[src/rtl/melody_sequencer.sv]
// Melody sequencer: walks a fixed 16-step song table on beat-clock rises and
// drives a square-wave tone at the current note's pitch.
module melody_sequencer #(
   parameter int SONG_LEN   = 16,
   parameter int TONE_SHIFT = 0
) (
   input  logic       clock_i,
   input  logic       reset_ni,
   input  logic       beat_clk_i,
   input  logic       start_i,
   input  logic       stop_i,
   input  logic       pause_i,
   input  logic       loop_en_i,
   output logic [3:0] note_idx_o,
   output logic [3:0] step_idx_o,
   output logic       busy_o,
   output logic       done_o,
   output logic       audio_out_o
);

   typedef enum logic [1:0] {
      IDLE    = 2'd0,
      PLAYING = 2'd1,
      PAUSED  = 2'd2,
      DONE    = 2'd3
   } state_t;

   localparam logic [3:0] LAST_STEP = 4'(SONG_LEN - 1);

   // Scale up C4..C5 over steps 0-7, back down over steps 8-15.
   function automatic logic [3:0] song_note(input logic [3:0] step);
      return step[3] ? (4'd8 - {1'b0, step[2:0]}) : (step + 4'd1);
   endfunction

   function automatic logic [1:0] song_dur(input logic [3:0] step);
      return (step[2:0] == 3'd7) ? 2'd1 : 2'd0;
   endfunction

   function automatic logic [16:0] note_pitch(input logic [3:0] note);
      case (note)
         4'd1:    return 17'd95556;
         4'd2:    return 17'd85131;
         4'd3:    return 17'd75843;
         4'd4:    return 17'd71586;
         4'd5:    return 17'd63776;
         4'd6:    return 17'd56818;
         4'd7:    return 17'd50619;
         4'd8:    return 17'd47778;
         default: return 17'd0;
      endcase
   endfunction

   state_t      state_q, state_d;
   logic [3:0]  step_q, step_d;
   logic [3:0]  note_q, note_d;
   logic [1:0]  beat_cnt_q, beat_cnt_d;
   logic [16:0] tone_cnt_q, tone_cnt_d;
   logic        audio_q, audio_d;
   logic        s1_q, s2_q, s3_q;
   logic        beat_tick;
   logic [16:0] half_period;

   assign beat_tick   = s2_q & ~s3_q;
   assign half_period = note_pitch(note_q) >> TONE_SHIFT;

   always_comb begin
      state_d    = state_q;
      step_d     = step_q;
      note_d     = note_q;
      beat_cnt_d = beat_cnt_q;
      case (state_q)
         IDLE: begin
            if (!stop_i && start_i) begin
               state_d    = PLAYING;
               step_d     = 4'd0;
               beat_cnt_d = 2'd0;
               note_d     = song_note(4'd0);
            end
         end
         PLAYING: begin
            if (stop_i) begin
               state_d    = IDLE;
               step_d     = 4'd0;
               note_d     = 4'd0;
               beat_cnt_d = 2'd0;
            end else if (pause_i) begin
               state_d = PAUSED;
            end else if (beat_tick) begin
               if (beat_cnt_q < song_dur(step_q)) begin
                  beat_cnt_d = beat_cnt_q + 2'd1;
               end else begin
                  beat_cnt_d = 2'd0;
                  if (step_q < LAST_STEP) begin
                     step_d = step_q + 4'd1;
                     note_d = song_note(step_q + 4'd1);
                  end else if (loop_en_i) begin
                     step_d = 4'd0;
                     note_d = song_note(4'd0);
                  end else begin
                     state_d = DONE;
                     step_d  = 4'd0;
                     note_d  = 4'd0;
                  end
               end
            end
         end
         PAUSED: begin
            if (stop_i) begin
               state_d    = IDLE;
               step_d     = 4'd0;
               note_d     = 4'd0;
               beat_cnt_d = 2'd0;
            end else if (!pause_i) begin
               state_d = PLAYING;
            end
         end
         DONE: begin
            state_d    = IDLE;
            step_d     = 4'd0;
            note_d     = 4'd0;
            beat_cnt_d = 2'd0;
         end
         default: state_d = IDLE;
      endcase
   end

   // The tone restarts from a clean phase whenever the note or play state changes.
   always_comb begin
      tone_cnt_d = 17'd0;
      audio_d    = 1'b0;
      if ((state_q == PLAYING) && (state_d == PLAYING) && (note_d == note_q) &&
          (half_period != 17'd0)) begin
         if (tone_cnt_q >= half_period - 17'd1) begin
            tone_cnt_d = 17'd0;
            audio_d    = ~audio_q;
         end else begin
            tone_cnt_d = tone_cnt_q + 17'd1;
            audio_d    = audio_q;
         end
      end
   end

   always_ff @(posedge clock_i) begin
      if (!reset_ni) begin
         state_q    <= IDLE;
         step_q     <= 4'd0;
         note_q     <= 4'd0;
         beat_cnt_q <= 2'd0;
         tone_cnt_q <= 17'd0;
         audio_q    <= 1'b0;
         s1_q       <= 1'b0;
         s2_q       <= 1'b0;
         s3_q       <= 1'b0;
      end else begin
         state_q    <= state_d;
         step_q     <= step_d;
         note_q     <= note_d;
         beat_cnt_q <= beat_cnt_d;
         tone_cnt_q <= tone_cnt_d;
         audio_q    <= audio_d;
         s1_q       <= beat_clk_i;
         s2_q       <= s1_q;
         s3_q       <= s2_q;
      end
   end

   assign note_idx_o  = note_q;
   assign step_idx_o  = step_q;
   assign busy_o      = (state_q == PLAYING) || (state_q == PAUSED);
   assign done_o      = (state_q == DONE);
   assign audio_out_o = audio_q;

endmodule

[config.mk]
export PLATFORM = sky130hd
export DESIGN_NAME = melody_sequencer
export DESIGN_NICKNAME = d
export VERILOG_FILES = /design/src/rtl/melody_sequencer.sv
export SDC_FILE = /design/constraint.sdc
export NUM_CORES = 1
export LEC_CHECK = 0
export BUFFER_PORTS_ARGS = -buffer_cell sky130_fd_sc_hd__buf_2
export CAP_MARGIN = 20
export CORE_MARGIN = 2
export CORE_UTILIZATION = 50
export DETAILED_ROUTE_END_ITERATION = 10
export PLACE_DENSITY = 0.69
export SKIP_LAST_GASP = 1
export SLEW_MARGIN = 5
export SYNTH_ARGS = -nofsm -noshare
export SYNTH_HDL_FRONTEND = slang
export SYNTH_SLANG_ARGS = --single-unit
export TNS_END_PERCENT = 50
[constraint.sdc]
create_clock -name clock_i -period 9.42 [get_ports clock_i]
set_input_delay 0.942 -clock clock_i [delete_from_list [all_inputs] [get_ports clock_i]]
set_output_delay 0.942 -clock clock_i [all_outputs]
set_load 0.005 [all_outputs]
; Yosys cells after proc, flatten, opt, wreduce, memory -nomap -nowiden
; Memories as Yosys holds them, arrays and structs flattened. A register that Yosys moved wholly into a read port is not among the register bits.
; Index checks and enable logic that the tools add are counted.
; W data, S select, Z words.
[word_totals]
regBits = 33
mem_bits_ro = 272
input_bits = 7
out_inout_bits = 11
elab_cells = 84
memories = 1
[op_classes]
add_sub_neg = 6
magnitude_cmp = 3
eq_ne = 11
muxes = 37
n_bitwise = 5
n_reduce_logical = 12
[mem_list]
columns = memory, depth, width, read_ports, rd_clocked_by_memory_dff, wr, line
row1 = (no name shown), 16, 17, 1, 1, 0, 40  ; case (note)
[ops]
columns = cell, n
row1 = $mux W4, 16
row2 = $pmux W4 S4, 2
row3 = $mux W2, 15
row4 = $add A17 B1 Y17 const B, 1
row5 = $ge A17 B17 Y1, 1
row6 = $reduce_bool A17 Y1, 1
row7 = $sub A17 B1 Y17 const B, 1
row8 = $pmux W2 S4, 2
row9 = $ne A3 B3 Y1 const B, 3
row10 = $add A4 B1 Y4 const B, 2
row11 = $reduce_and A5 Y1, 1
row12 = $eq A2 B1 Y1 const B, 2
row13 = $eq A2 B2 Y1 const B, 2
row14 = $eq A4 B4 Y1, 1
row15 = $logic_and A1 B1 Y1, 4
row16 = $lt A4 B4 Y1 const B, 1
row17 = $ne A2 B2 Y1 const B, 2
row18 = $not A1 Y1, 4
row19 = $reduce_and A4 Y1, 1
row20 = $sub A4 B3 Y4 const A, 1
row21 = $eq A3 B3 Y1 const B, 1
row22 = $reduce_or A3 Y1, 1
row23 = $add A2 B1 Y2 const B, 1
row24 = $logic_not A2 Y1, 1
row25 = other kinds (6), 7

; Longest topological paths before layout
[logic_depth]
word_depth = 14
mapped_depth = 14
depth_no_buf = 13

; Least setup slack after synthesis
; No wires, ideal clock.
[synth_timing]
kind = input-to-reg
from = input port pause_i
to = register half_period[12] (netlist name)
setup_time_ns = 0.117
t_arrival_ns = 2.955
t_required_ns = 9.303
path_slack_ns = 6.348
path_stages = 9
n_path_buf = 0
path_cell_list = nor3b_2 nand2_2 or3_4 a21boi_0 o22ai_1 nand2_1 ha_1 and3_1 a22o_1
[synth_via]
elab_chain_cells = 4
[synth_rtl]
columns = element, line
row1 = start: declaration, 12  ; input logic pause_i,
row2 = $mux W4, 86  ; end else if (pause_i) begin
row3 = $mux W4, 81  ; if (stop_i) begin
row4 = $pmux W4 S4, 71  ; case (state_q)
row5 = $mux W4 (no source line), --
; Every way passes these cells.
; A chain may end at the register's enable or synchronous reset.

; Worst setup path after layout
[layout_timing]
from = register step_q[0], in the netlist step_idx_o[0]
to = register half_period[12] (netlist name)
[layout_via]
elab_chain_cells = 10
word_cells_on_any_way = 15
cone_classes = add/sub (3) / order compare (2) / eq/ne (1) / mux (9)
[layout_rtl]
columns = element, line
row1 = start: declaration, 54  ; logic [3:0] step_q, step_d;
row2 = start signal: assignment, 156  ; step_q <= step_d;
row3 = $add A4 B1 Y4, 95  ; note_d = song_note(step_q + 4'd1);
row4 = $add A4 B1 Y4 or $sub A4 B3 Y4 (tied branches), 32  ; return step[3] ? (4'd8 - {1'b0, step[2:0]}) : (step + 4'd1);
row5 = $mux W4, 32
row6 = $mux W4, 93  ; if (step_q < LAST_STEP) begin
row7 = $mux W4 *, 89  ; if (beat_cnt_q < song_dur(step_q)) begin
row8 = $mux W4 *, 88  ; end else if (beat_tick) begin
row9 = $mux W4 *, 86
row10 = $mux W4 *, 81
row11 = $pmux W4 S4 *, 71
row12 = $mux W4 (no source line) *, --
; Mark *: on every way between the ends. The rest lies on a longest branch, timed or not.

==> results.sh <==
export IMPL_dp_final_hpwl_um=5300
export IMPL_fp_dieArea_um2=7360
export IMPL_synthTopCellsByArea="dfxtp_1 (30%), ha_1 (12%), xnor2_1 (5.8%)"
export IMPL_die_h_um=85.8
export IMPL_synth_simple_area_share_pct=26.7
export IMPL_drive_gt1_share_pct=14.1
export IMPL_ys_seq_area_share_pct=29.9
export IMPL_tightestPinTransition_ps=506
export IMPL_grt_max_degree=20
export IMPL_power_per_cell_area_nw_per_um2=128
export IMPL_crit_type="reg2reg"
export IMPL_maxSlewViolCount=0
export IMPL_maxSlewHeadroom_pct=66.2
export IMPL_first_pass_iters=6
export IMPL_syn2layout_area_growth_pct=6.77
export IMPL_synth_distinct_cells=64
export IMPL_layout_commonest_cell="dfxtp_1"
export IMPL_hold_violations=0
export IMPL_crit_fanout=12
export IMPL_irDropWorstVdd_mv=0.0758
export IMPL_syn_avg_cell_area_um2=8.56
export IMPL_fin_crit_ps=3580
export IMPL_fin_total_pwr_mw=0.458
export IMPL_gp_congestion=0.897
export IMPL_fp_coreArea_um2=6420
export IMPL_ctsHoldBuffers=0
export IMPL_status="finished clean"
export IMPL_yosysTopAreaCell="dfxtp_1"
export IMPL_synthFlopType="dfxtp_1"
export IMPL_cts_setup_buffers=0
export IMPL_routed_wl_um=6820
export IMPL_drc=0
export IMPL_yosysWarnings=0
export IMPL_async_flop_share_pct=0
export IMPL_ant_nets=0
export IMPL_end_kind="flip-flop"
export IMPL_fmax_mhz=279
export IMPL_cts_sinks=50
export IMPL_place_ws_ps=5890
export IMPL_tns_ps=0
export IMPL_post_dp_cell_area_um2=3460
export IMPL_start_util_pct=52.1
export IMPL_synth_compound_area_share_pct=15.3
export IMPL_most_common_layout_cells="dfxtp_1 (50), nor2_1 (33), ha_1 (33), inv_1 (28), nand2_1 (24)"
export IMPL_fp_dieW_um=85.8
export IMPL_cts_htree_levels=2
export IMPL_crit_required_ps=9610
export IMPL_grt_pass1_wl_um=12000
export IMPL_hold_class="reg2reg"
export IMPL_synth_edf_count=0
export IMPL_postLayoutCoreUtil_pct=55.6
export IMPL_diodes=0
export IMPL_cp_start_kind="flip-flop"
export IMPL_ys_ff_latch=50
export IMPL_routed_via_density=5.65
export IMPL_cts_buffers_inserted=5
export IMPL_portBuffers=17
export IMPL_p_leak_nw=1.47
export IMPL_final_area_um2=3570
export IMPL_path_clk_slew_ps=90
export IMPL_cts_repair_resized=0
export IMPL_via_count=2711
export IMPL_rsz0062_at_grt="false"
export IMPL_cts_buffer_depth=2
export IMPL_synth_top_family_by_area="simple AND/OR/NAND/NOR gates"
export IMPL_setup_viol=0
export IMPL_drv_cap=0
export IMPL_io_pins=18
export IMPL_fin_skew_ps=7.75
export IMPL_synth_xor_area_share_pct=8.90
export IMPL_grt_pass1_vias=2596
export IMPL_arrival_ps=3770
export IMPL_track_usage_pct=19.8
export IMPL_wl_per_cell_um=14.2
export IMPL_synth_adder_area_share_pct=12.3
export IMPL_syn_area_um2=3350
export IMPL_clock_latency_ps=300
export IMPL_cts_tree="built"
export IMPL_synth_nets=431
export IMPL_synth_top_area_share_pct=29.9
export IMPL_netlist_instances=391
export IMPL_grt_overflow=0
export IMPL_fin_nets=442
export IMPL_drt_initial_drc_count=122
export IMPL_antenna_found_initial=0
export IMPL_timing_final_crit_share_pct=38.0
export IMPL_synth_mux_area_share_pct=1.72
export IMPL_setup_ws_ps=5840
export IMPL_cts_root_buf="clkbuf_8"
export IMPL_num_rows=29
## Yosys cell counts, types with 4 or more instances
cell       n
nor3_1    13
o21ai_0   13
a211oi_1   4
buf_2      6
nand2b_1   6
a31oi_1    6
and2_1     6
a21oi_1   14
ha_1      33
nor3b_1    4
o22ai_1    4
clkbuf_1   5
xnor2_1   22
nand3_1   19
inv_1     28
nand2_1   24
nand4_1    6
and3_1     6
nor4_1     5
nor2_1    33
nor2_2    10
xor2_1    12
nor2b_1    4
or3_1      6
dfxtp_1   50
## final timing paths
check        slack, ps                       start                      end  cells past startpoint
max reg2reg       5840  step_idx_o[0]$_SDFFE_PN0P_  half_period[12]$_DFF_P_                     10
min                440             s1_q$_SDFF_PN0_          s2_q$_SDFF_PN0_                      1
min reg2reg        440             s1_q$_SDFF_PN0_          s2_q$_SDFF_PN0_                      1
max               5840  step_idx_o[0]$_SDFFE_PN0P_  half_period[12]$_DFF_P_                     10
## cells by family (layout without fill, tap and decap cells)
logic type | count (synthesis) | count (layout)
compound gates | 68 | 68
xor+xnor | 34 | 34
fa+ha+maj | 33 | 33
buf+inv | 42 | 54
flops | 50 | 50
mux | 4 | 4
simple gates | 160 | 160
## flip-flops by register name, indices dropped and copies added, names as in the netlist
register and count:
audio_out_o 1, beat_cnt_q 2, half_period 17, note_idx_o 4, s1_q 1, s2_q 1
s3_q 1, state_q 2, step_idx_o 4, tone_cnt_q 17
## final cells by class
type / count / area [um^2]
fillers: 586 / 2850
well taps: 77 / 96.3
repair buffers: 17 / 85.1
multi-input cells: 299 / 2170
inverters: 29 / 109
clock buffers: 5 / 68.8
clock inverters: 3 / 40.0
flip-flops and latches: 50 / 1000
## routing by layer
metal	up-vias	track usage (%)	wire, um
met5	-	0	0
met4	0	4.47	51
met3	7	3.75	214
met2	56	30.1	2960
met1	1246	29.0	3590
li1	1402	-	-
## metrics by stage
stage,hold slack (ps),std cells
after floorplan,412,391
after global placement,415,472
after detailed placement,418,472
after CTS,439,480
after global routing,448,480
final,437,480
## critical path, stage by stage (launching register included)
cell and delay, ps:
dfxtp_1 560, ha_1 300, ha_1 180, or3b_4 420, a311oi_2 460, a21boi_0 180, o22ai_1 400, nand2_1 220
ha_1 310, and3_1 200, a22o_1 230
## power breakdown
part / switching [mW] / leakage [nW] / internal, mW / total [mW]
Combinational: 0.0516 / 1.01 / 0.0358 / 0.0874
Sequential: 0.00601 / 0.405 / 0.217 / 0.223
Clock: 0.0694 / 0.0579 / 0.0782 / 0.148
Total: 0.127 / 1.47 / 0.331 / 0.458
Note: power is estimated with default switching activity, not from simulation.
